**src/rtl/gpio_pkg.sv**
```systemverilog
// Shared definitions for the GPIO controller: register offsets, bus width
// and the address decoder used by the register file.
package gpio_pkg;

    localparam int DATA_W = 32;

    localparam logic [DATA_W-1:0] OFF_OUT      = 32'h00;
    localparam logic [DATA_W-1:0] OFF_DIR      = 32'h04;
    localparam logic [DATA_W-1:0] OFF_IN       = 32'h08;
    localparam logic [DATA_W-1:0] OFF_IRQ_EN   = 32'h0C;
    localparam logic [DATA_W-1:0] OFF_IRQ_STAT = 32'h10;
    localparam logic [DATA_W-1:0] OFF_EDGE_SEL = 32'h14;

    typedef enum logic [2:0] {
        SEL_OUT,
        SEL_DIR,
        SEL_IN,
        SEL_IRQ_EN,
        SEL_IRQ_STAT,
        SEL_EDGE_SEL,
        SEL_NONE
    } reg_sel_e;

    // Byte address to register select; the two lowest address bits are ignored.
    function automatic reg_sel_e decode_reg(input logic [DATA_W-1:0] byte_addr);
        reg_sel_e sel;
        sel = SEL_NONE;
        case (byte_addr & ~DATA_W'(3))
            OFF_OUT:      sel = SEL_OUT;
            OFF_DIR:      sel = SEL_DIR;
            OFF_IN:       sel = SEL_IN;
            OFF_IRQ_EN:   sel = SEL_IRQ_EN;
            OFF_IRQ_STAT: sel = SEL_IRQ_STAT;
            OFF_EDGE_SEL: sel = SEL_EDGE_SEL;
            default:      sel = SEL_NONE;
        endcase
        return sel;
    endfunction

endpackage

```
**src/rtl/gpio_debounce.sv**
```systemverilog
// One input channel: 2-flop synchroniser followed by a debounce filter that
// accepts a new level only after it has held for DEBOUNCE_CYCLES cycles.
module gpio_debounce #(
    parameter int DEBOUNCE_CYCLES = 16
) (
    input  logic clk,
    input  logic reset,
    input  logic din,
    output logic dout,
    output logic changed
);

    localparam int CNT_W = $clog2(DEBOUNCE_CYCLES + 1);

    logic             meta;
    logic             sync;
    logic [CNT_W-1:0] cnt;

    // High on the edge where dout is about to take the new synchronised level.
    assign changed = (sync != dout) && (cnt == CNT_W'(DEBOUNCE_CYCLES - 1));

    always_ff @(posedge clk or negedge reset) begin
        if (!reset) begin
            meta <= 1'b0;
            sync <= 1'b0;
            cnt  <= '0;
            dout <= 1'b0;
        end else begin
            meta <= din;
            sync <= meta;
            if (sync == dout) begin
                cnt <= '0;
            end else if (changed) begin
                dout <= sync;
                cnt  <= '0;
            end else begin
                cnt <= cnt + 1'b1;
            end
        end
    end

endmodule

```
**src/rtl/gpio_ctrl.sv**
```systemverilog
// Memory-mapped GPIO controller: output/direction registers, debounced inputs
// and edge-triggered interrupts with write-1-to-clear status.
module gpio_ctrl
    import gpio_pkg::*;
#(
    parameter int GPIO_WIDTH      = 10,
    parameter int DEBOUNCE_CYCLES = 16,
    parameter int ADDR_WIDTH      = 5
) (
    input  logic                  clk,
    input  logic                  reset,
    input  logic [ADDR_WIDTH-1:0] addr,
    input  logic                  we,
    input  logic                  re,
    input  logic [DATA_W-1:0]     wdata,
    output logic [DATA_W-1:0]     rdata,
    output logic                  rvalid,
    input  logic [GPIO_WIDTH-1:0] gpio_i,
    output logic [GPIO_WIDTH-1:0] gpio_o,
    output logic [GPIO_WIDTH-1:0] gpio_oe,
    output logic                  irq
);

    localparam int SETTLE   = DEBOUNCE_CYCLES + 2;
    localparam int SETTLE_W = $clog2(SETTLE + 1);

    logic [GPIO_WIDTH-1:0] out_q;
    logic [GPIO_WIDTH-1:0] dir_q;
    logic [GPIO_WIDTH-1:0] ien_q;
    logic [GPIO_WIDTH-1:0] stat_q;
    logic [GPIO_WIDTH-1:0] esel_q;
    logic [GPIO_WIDTH-1:0] in_stable;
    logic [GPIO_WIDTH-1:0] changed;
    logic [GPIO_WIDTH-1:0] ev;
    logic [GPIO_WIDTH-1:0] w1c;
    logic [GPIO_WIDTH-1:0] wr_val;
    logic [SETTLE_W-1:0]   settle_cnt;
    logic                  settled;
    logic [DATA_W-1:0]     rd_mux;
    reg_sel_e              sel;

    for (genvar g = 0; g < GPIO_WIDTH; g++) begin : g_ch
        gpio_debounce #(
            .DEBOUNCE_CYCLES(DEBOUNCE_CYCLES)
        ) u_db (
            .clk    (clk),
            .reset  (reset),
            .din    (gpio_i[g]),
            .dout   (in_stable[g]),
            .changed(changed[g])
        );
    end

    assign sel     = decode_reg(DATA_W'(addr));
    assign wr_val  = GPIO_WIDTH'(wdata);
    assign settled = (settle_cnt == SETTLE_W'(SETTLE));
    assign gpio_o  = out_q;
    assign gpio_oe = dir_q;

    // A channel about to change moves away from its current stable value, so
    // a low stable value means the pending change is a rising edge.
    always_comb begin
        ev  = '0;
        w1c = '0;
        if (settled) begin
            ev = (changed & ~in_stable & esel_q) | (changed & in_stable & ~esel_q);
        end
        if (we && sel == SEL_IRQ_STAT) begin
            w1c = wr_val;
        end
    end

    always_comb begin
        rd_mux = '0;
        case (sel)
            SEL_OUT:      rd_mux[GPIO_WIDTH-1:0] = out_q;
            SEL_DIR:      rd_mux[GPIO_WIDTH-1:0] = dir_q;
            SEL_IN:       rd_mux[GPIO_WIDTH-1:0] = in_stable;
            SEL_IRQ_EN:   rd_mux[GPIO_WIDTH-1:0] = ien_q;
            SEL_IRQ_STAT: rd_mux[GPIO_WIDTH-1:0] = stat_q;
            SEL_EDGE_SEL: rd_mux[GPIO_WIDTH-1:0] = esel_q;
            default:      rd_mux = '0;
        endcase
    end

    always_ff @(posedge clk or negedge reset) begin
        if (!reset) begin
            out_q      <= '0;
            dir_q      <= '0;
            ien_q      <= '0;
            stat_q     <= '0;
            esel_q     <= '0;
            settle_cnt <= '0;
            irq        <= 1'b0;
            rdata      <= '0;
            rvalid     <= 1'b0;
        end else begin
            if (!settled) begin
                settle_cnt <= settle_cnt + 1'b1;
            end
            if (we) begin
                case (sel)
                    SEL_OUT:      out_q  <= wr_val;
                    SEL_DIR:      dir_q  <= wr_val;
                    SEL_IRQ_EN:   ien_q  <= wr_val;
                    SEL_EDGE_SEL: esel_q <= wr_val;
                    default:      ;
                endcase
            end
            // New events are OR-ed in after the clear so set wins over W1C.
            stat_q <= (stat_q & ~w1c) | ev;
            irq    <= |(stat_q & ien_q);
            rvalid <= re;
            if (re) begin
                rdata <= rd_mux;
            end
        end
    end

endmodule

```
**config.mk**
```make
export PLATFORM = sky130hd
export DESIGN_NAME = gpio_ctrl
export DESIGN_NICKNAME = d
export VERILOG_FILES = /design/src/rtl/gpio_pkg.sv /design/src/rtl/gpio_debounce.sv /design/src/rtl/gpio_ctrl.sv
export SDC_FILE = /design/constraint.sdc
export NUM_CORES = 1
export LEC_CHECK = 0
export ABC_AREA = 1
export BUFFER_PORTS_ARGS = -buffer_cell sky130_fd_sc_hd__buf_2
export CAP_MARGIN = 20
export CORE_UTILIZATION = 45
export CTS_BUF_LIST = sky130_fd_sc_hd__clkbuf_16
export CTS_CLUSTER_SIZE = 25
export DETAILED_ROUTE_END_ITERATION = 8
export PLACE_DENSITY = 0.66
export SLEW_MARGIN = 20
export SYNTH_ARGS = -nofsm -noshare
export SYNTH_HDL_FRONTEND = slang
export SYNTH_SLANG_ARGS = --single-unit
```
**constraint.sdc**
```tcl
create_clock -name clk -period 1.55 [get_ports clk]
set_clock_uncertainty 0.15 [all_clocks]
set_input_delay 0 -clock clk [delete_from_list [all_inputs] [get_ports clk]]
set_output_delay 0 -clock clk [all_outputs]
set_load 0.01 [all_outputs]
```
# [After elaboration in Yosys (flattened, before gate mapping)]
# Index checks and enable logic that the tools add are counted.
[classes] reduce_logical=28 n_bitwise=21 eq_ne=41 add_sub_neg=11 n_mux=24
[ops] op="2-to-1 mux 5 bit" n=20
[ops] op="bitwise AND 10 bit" n=6
[ops] op="one-hot mux 10 bit (6 select lines)" n=1
[ops] op="adder 5 x 1 -> 5 bit (second input constant)" n=11
[ops] op="equality test 5 x 4 -> 1 bit (second input constant)" n=10
[ops] op="logical NOT 32 bit" n=1
[ops] op="inverter 10 bit" n=3
[ops] op="AND reduction 2 bit" n=14
[ops] op="2-to-1 mux 10 bit" n=2
[ops] op="OR 10 bit" n=2
[ops] op="one-hot mux 3 bit (6 select lines)" n=1
[ops] op="equality test 3 x 2 -> 1 bit (second input constant)" n=4
[ops] op="equality test 3 bit (second input constant)" n=4
[ops] op="logical AND 1 bit" n=11
[ops] op="equality test 1 bit" n=10
[ops] op="!= test 1 bit" n=10
[ops] op="inverter 1 bit" n=10
[ops] op="OR reduction 10 bit" n=1
[ops] op="equality test 3 x 1 -> 1 bit (second input constant)" n=2
[ops] op="equality test 5 bit (second input constant)" n=1
[ops] op="logical NOT 3 bit" n=1
[totals] out_inout_bits=54 regBits=147 in_bits=51

# [Depth between registers and ports, before layout]
[logic_depth] depth_word=8 mapped_depth=13 depth_no_buf=11

# [Hierarchy]
# A second synthesis with hierarchy kept.
[unflattened] hier_cells=821 hier_area_um2=6934.2
[modules_own_cells] mod="gpio_ctrl" area_per_inst_um2=3631.0 instances=1 seq_area_each_um2=1676.6 cells_per_inst=451
[modules_own_cells] mod="gpio_debounce" area_per_inst_um2=330.3 instances=10 seq_area_each_um2=200.2 cells_per_inst=37

# [Worst setup path before layout]
# Ideal clock, no wire load.
[synth_path] path_type="input port to flip-flop" startpoint="input addr[4]" endpoint="register ien_q[0]" cell_stages=10 t_arrival_ns=1.252 setup_time_ns=0.119 setup_slack_ns=0.029 t_required_ns=1.281 cell_sequence="buf_6 nor2_4 buf_4 inv_1 ha_1 nor2_2 and3_1 buf_4 nand2_1 o21a_1"
[synth_via] elab_chain_cells=4
[synth_lines] element="start, declared" line="gpio_ctrl.sv:12" source="input logic [ADDR_WIDTH-1:0] addr,"
[synth_lines] element="logical NOT 32 bit, or another cell as far along" line="gpio_pkg.sv:28" source="case (byte_addr & ~DATA_W'(3))"
[synth_lines] element="one-hot mux 3 bit (6 select lines) *" line="gpio_pkg.sv:28"
[synth_lines] element="equality test 3 x 2 -> 1 bit *" line="gpio_ctrl.sv:102" source="case (sel)"
[synth_lines] element="AND reduction 2 bit (no line) *"
[synth_lines] element="end signal, assigned" line="gpio_ctrl.sv:105" source="SEL_IRQ_EN: ien_q <= wr_val;"
[synth_lines] element="end, declared" line="gpio_ctrl.sv:29" source="logic [GPIO_WIDTH-1:0] ien_q;"
# Mark *: on every way between the ends. The rest lies on a longest branch, timed or not.
# A chain may end at the register's enable or synchronous reset.

# [Final worst setup path]
[layout_path] startpoint="input we" endpoint="register dir_q[5], in the netlist gpio_oe[5]"
[layout_via] elab_chain_cells=1
[layout_lines] element="start, declared" line="gpio_ctrl.sv:13" source="input logic we,"
[layout_lines] element="AND reduction 2 bit (no line)"
[layout_lines] element="end signal, assigned" line="gpio_ctrl.sv:104" source="SEL_DIR: dir_q <= wr_val;"
[layout_lines] element="end, declared" line="gpio_ctrl.sv:28" source="logic [GPIO_WIDTH-1:0] dir_q;"
# No other way between the ends.

==> results.sh <==
export IMPL_outcome="finished, final reports clean"
export IMPL_avgSynthCellArea_um2=9.32
export IMPL_min_period_ps=1490
export IMPL_final_cells=1012
export IMPL_post_dp_hpwl_um=10300
export IMPL_clock_sinks=147
export IMPL_cap_violations=0
export IMPL_grt_max_degree=44
export IMPL_wl_per_cell_um=14.1
export IMPL_grt_overflow_total=0
export IMPL_syn_inst=706
export IMPL_synth_most_common_cell="nand2_1"
export IMPL_intPower_mw=7.10
export IMPL_grt_pass1_wl_um=24200
export IMPL_whs_ps=28.1
export IMPL_wirelength_um=14300
export IMPL_antenna_found_initial=0
export IMPL_p_clk_share_pct=39.8
export IMPL_fin_util_pct=56.9
export IMPL_fin_crit_sh_pct=96.3
export IMPL_power_switching_mw=2.56
export IMPL_dieArea_mm2=0.0151
export IMPL_setup_viol=0
export IMPL_dp_cells=951
export IMPL_grt_pass1_vias=5056
export IMPL_cts_tree="yes"
export IMPL_area_delta_synth_final_pct=21.9
export IMPL_ir_drop_mv=0.932
export IMPL_synth_warnings=0
export IMPL_synth_area_leaders="dfrtp_1 (56%), nand2_1 (9.7%), nand3_1 (4.4%), nor2_1 (4.3%), xnor2_1 (3.2%)"
export IMPL_cp_required_ps=1710
export IMPL_crit_path_max_fanout=6
export IMPL_hp_class="input port to flop"
export IMPL_ys_ff_latch=147
export IMPL_htree_levels=4
export IMPL_vias=5038
export IMPL_chipWidth_um=123
export IMPL_design_core_area_mm2=0.0141
export IMPL_start_util_pct=46.7
export IMPL_ys_seq_area_share_pct=55.9
export IMPL_p_sw_share_pct=26.5
export IMPL_layout_setup_ws_ps=57.6
export IMPL_drt_pass1_iter_count=5
export IMPL_post_cts_buffers=0
export IMPL_synth_top_area_share_pct=55.9
export IMPL_pre_cts_ws_ps=25.1
export IMPL_clk_latency_ps=430
export IMPL_drive_gt1_share_pct=16.3
export IMPL_fin_nets=886
export IMPL_viasPerCell=4.98
export IMPL_cp_data_arrival_time_ps=1650
export IMPL_antenna_left=0
export IMPL_cts_path_max_buffers=2
export IMPL_synth_edf_count=0
export IMPL_finalSetupTns_ps=0
export IMPL_fmax_mhz=670
export IMPL_ys_top_cells_by_count="nand2_1 (170), dfrtp_1 (147), nor2_1 (75), nand3_1 (58), inv_1 (50)"
export IMPL_io_buffers=58
export IMPL_syn_area_mm2=0.00658
export IMPL_crit_path_start_kind="input port"
export IMPL_power_leakage_nw=4.07
export IMPL_async_reset_ff_share_pct=100
export IMPL_finalHoldViolCount=0
export IMPL_numCtsBuffers=17
export IMPL_ys_dominant_reg_cell="dfrtp_1"
export IMPL_rows=43
export IMPL_gp_congestion=0.876
export IMPL_holdPathStages=8
export IMPL_root_buffer="clkbuf_16"
export IMPL_drt_iter0_drc=304
export IMPL_pin_count=105
export IMPL_path_clk_slew_ps=60
export IMPL_grt_usage_pct=21.1
export IMPL_drc=0
export IMPL_ff2ff_path_depth=5
export IMPL_p_per_area_mw_per_mm2=1210
export IMPL_crit_type="input port to flop"
export IMPL_combinationalPowerShare_pct=12.8
export IMPL_die_h_um=123
export IMPL_ys_types=32
export IMPL_num_antenna_cells=0
export IMPL_slew_violations=0
export IMPL_yosys_area_top_type="dfrtp_1"
export IMPL_end_kind="flop"
export IMPL_rsz0062_at_grt="yes"
export IMPL_seqPwrFrac_pct=47.5
==> critical path, cell delays in order <==
cell           delay [ps]
dlygate4sd3_1         550
buf_4                 150
nand2_2                90
buf_4                 190
nand2_1                60
o21ai_1                60
dlygate4sd3_1         560
==> state kept, by name, indices dropped and copies added, names as in the netlist <==
register and flops:
g_ch.u_db.dout 10, g_ch.u_db.meta 10, g_ch.u_db.cnt 50, rvalid 1, irq 1, rdata 10, gpio_oe 10, settle_cnt 5
esel_q 10, gpio_o 10, stat_q 10, ien_q 10, g_ch.u_db.sync 10
==> metal layers <==
| metal | vias to the layer above | share of wire [%] | global-route usage [%] |
|---|---|---|---|
| met2 | 137 | 48 | 33.6 |
| li1 | 2452 | - | - |
| met3 | 20 | 5.3 | 4.61 |
| met4 | 0 | 1.8 | 7.32 |
| met5 | - | 0 | 0 |
| met1 | 2429 | 45 | 28.5 |
==> metrics by stage <==
step           total power, mW  instance area [um^2]
6_report                  9.66                  8020
5_1_grt                   10.1                  8020
4_1_cts                   9.73                  7990
3_5_place_dp              5.78                  7130
3_3_place_gp              5.73                  7130
2_1_floorplan             5.28                  6660
==> placed cells by master (no fill, tap or decap), types with 2 or more instances in the layout <==
| cell | netlist | layout |
|---|---|---|
| a21oi_1 | 2 | 2 |
| buf_12 | 0 | 2 |
| buf_2 | 7 | 56 |
| buf_4 | 27 | 27 |
| buf_6 | 2 | 2 |
| bufinv_16 | 0 | 2 |
| clkbuf_16 | 0 | 17 |
| clkinv_1 | 1 | 2 |
| clkinv_2 | 0 | 2 |
| clkinv_4 | 0 | 2 |
| clkinvlp_4 | 0 | 3 |
| conb_1 | 1 | 22 |
| dfrtp_1 | 147 | 147 |
| dlygate4sd3_1 | 0 | 31 |
| ha_1 | 13 | 13 |
| inv_1 | 50 | 52 |
| inv_2 | 2 | 2 |
| nand2_1 | 170 | 169 |
| nand3_1 | 58 | 58 |
| nand3_2 | 11 | 11 |
| nand4_1 | 11 | 11 |
| nor2_1 | 75 | 74 |
| nor2_2 | 3 | 4 |
| o21a_1 | 10 | 10 |
| o21ai_0 | 40 | 39 |
| o21ai_1 | 10 | 11 |
| o31ai_1 | 7 | 6 |
| or2_2 | 2 | 2 |
| xnor2_1 | 24 | 24 |
| xor2_1 | 20 | 20 |
==> kinds of logic (layout without fill, tap and decap cells) <==
family,Yosys count,in the layout,share of synthesized area [%]
buffers and inverters,95,200,7.34
flip-flops,147,147,55.9
AO/OA/AOI/OAI,71,71,6.14
other,1,22,0.0570
XOR/XNOR,44,44,5.86
AND/OR/NAND/NOR,335,335,22.2
adder cells (fa/ha/maj),13,13,2.47
==> final timing paths <==
check,startpoint,endpoint,slack (ps)
max,we,gpio_oe[5],60
min,addr[3],rdata[3],30
min reg2reg,g_ch[6].u_db.meta,g_ch[6].u_db.sync,200
min in group asynchronous,reset,g_ch[6].u_db.cnt[0],440
max reg2reg,settle_cnt[0],stat_q[0],110
max in group asynchronous,reset,g_ch[7].u_db.cnt[1],210
==> area by class of cell <==
class                   instances  area [um^2]
clock buffers                  17          425
clock inverters                12          121
fillers                      1224         6080
inverters                      53          199
multi-input cells             485         2510
flip-flops and latches        147         3680
well taps                     180          225
repair buffers                118          856
==> repair_timing <==
item | in CTS | in global routing
resized for setup | 0 | 9
setup endpoints to repair | 0 | 9
hold endpoints to repair | 218 | 0
hold buffers | 31 | 0
==> power groups by stage <==
stage | clock network (mW) | logic (mW) | registers (mW)
final | 3.84 | 1.23 | 4.59
after global routing | 4.08 | 1.41 | 4.63
after CTS | 3.91 | 1.24 | 4.58
after detailed placement | 0 | 1.13 | 4.65
after global placement | 0 | 1.09 | 4.63
after floorplan | 0 | 0.667 | 4.61
Power figures use the tool's default switching activity.
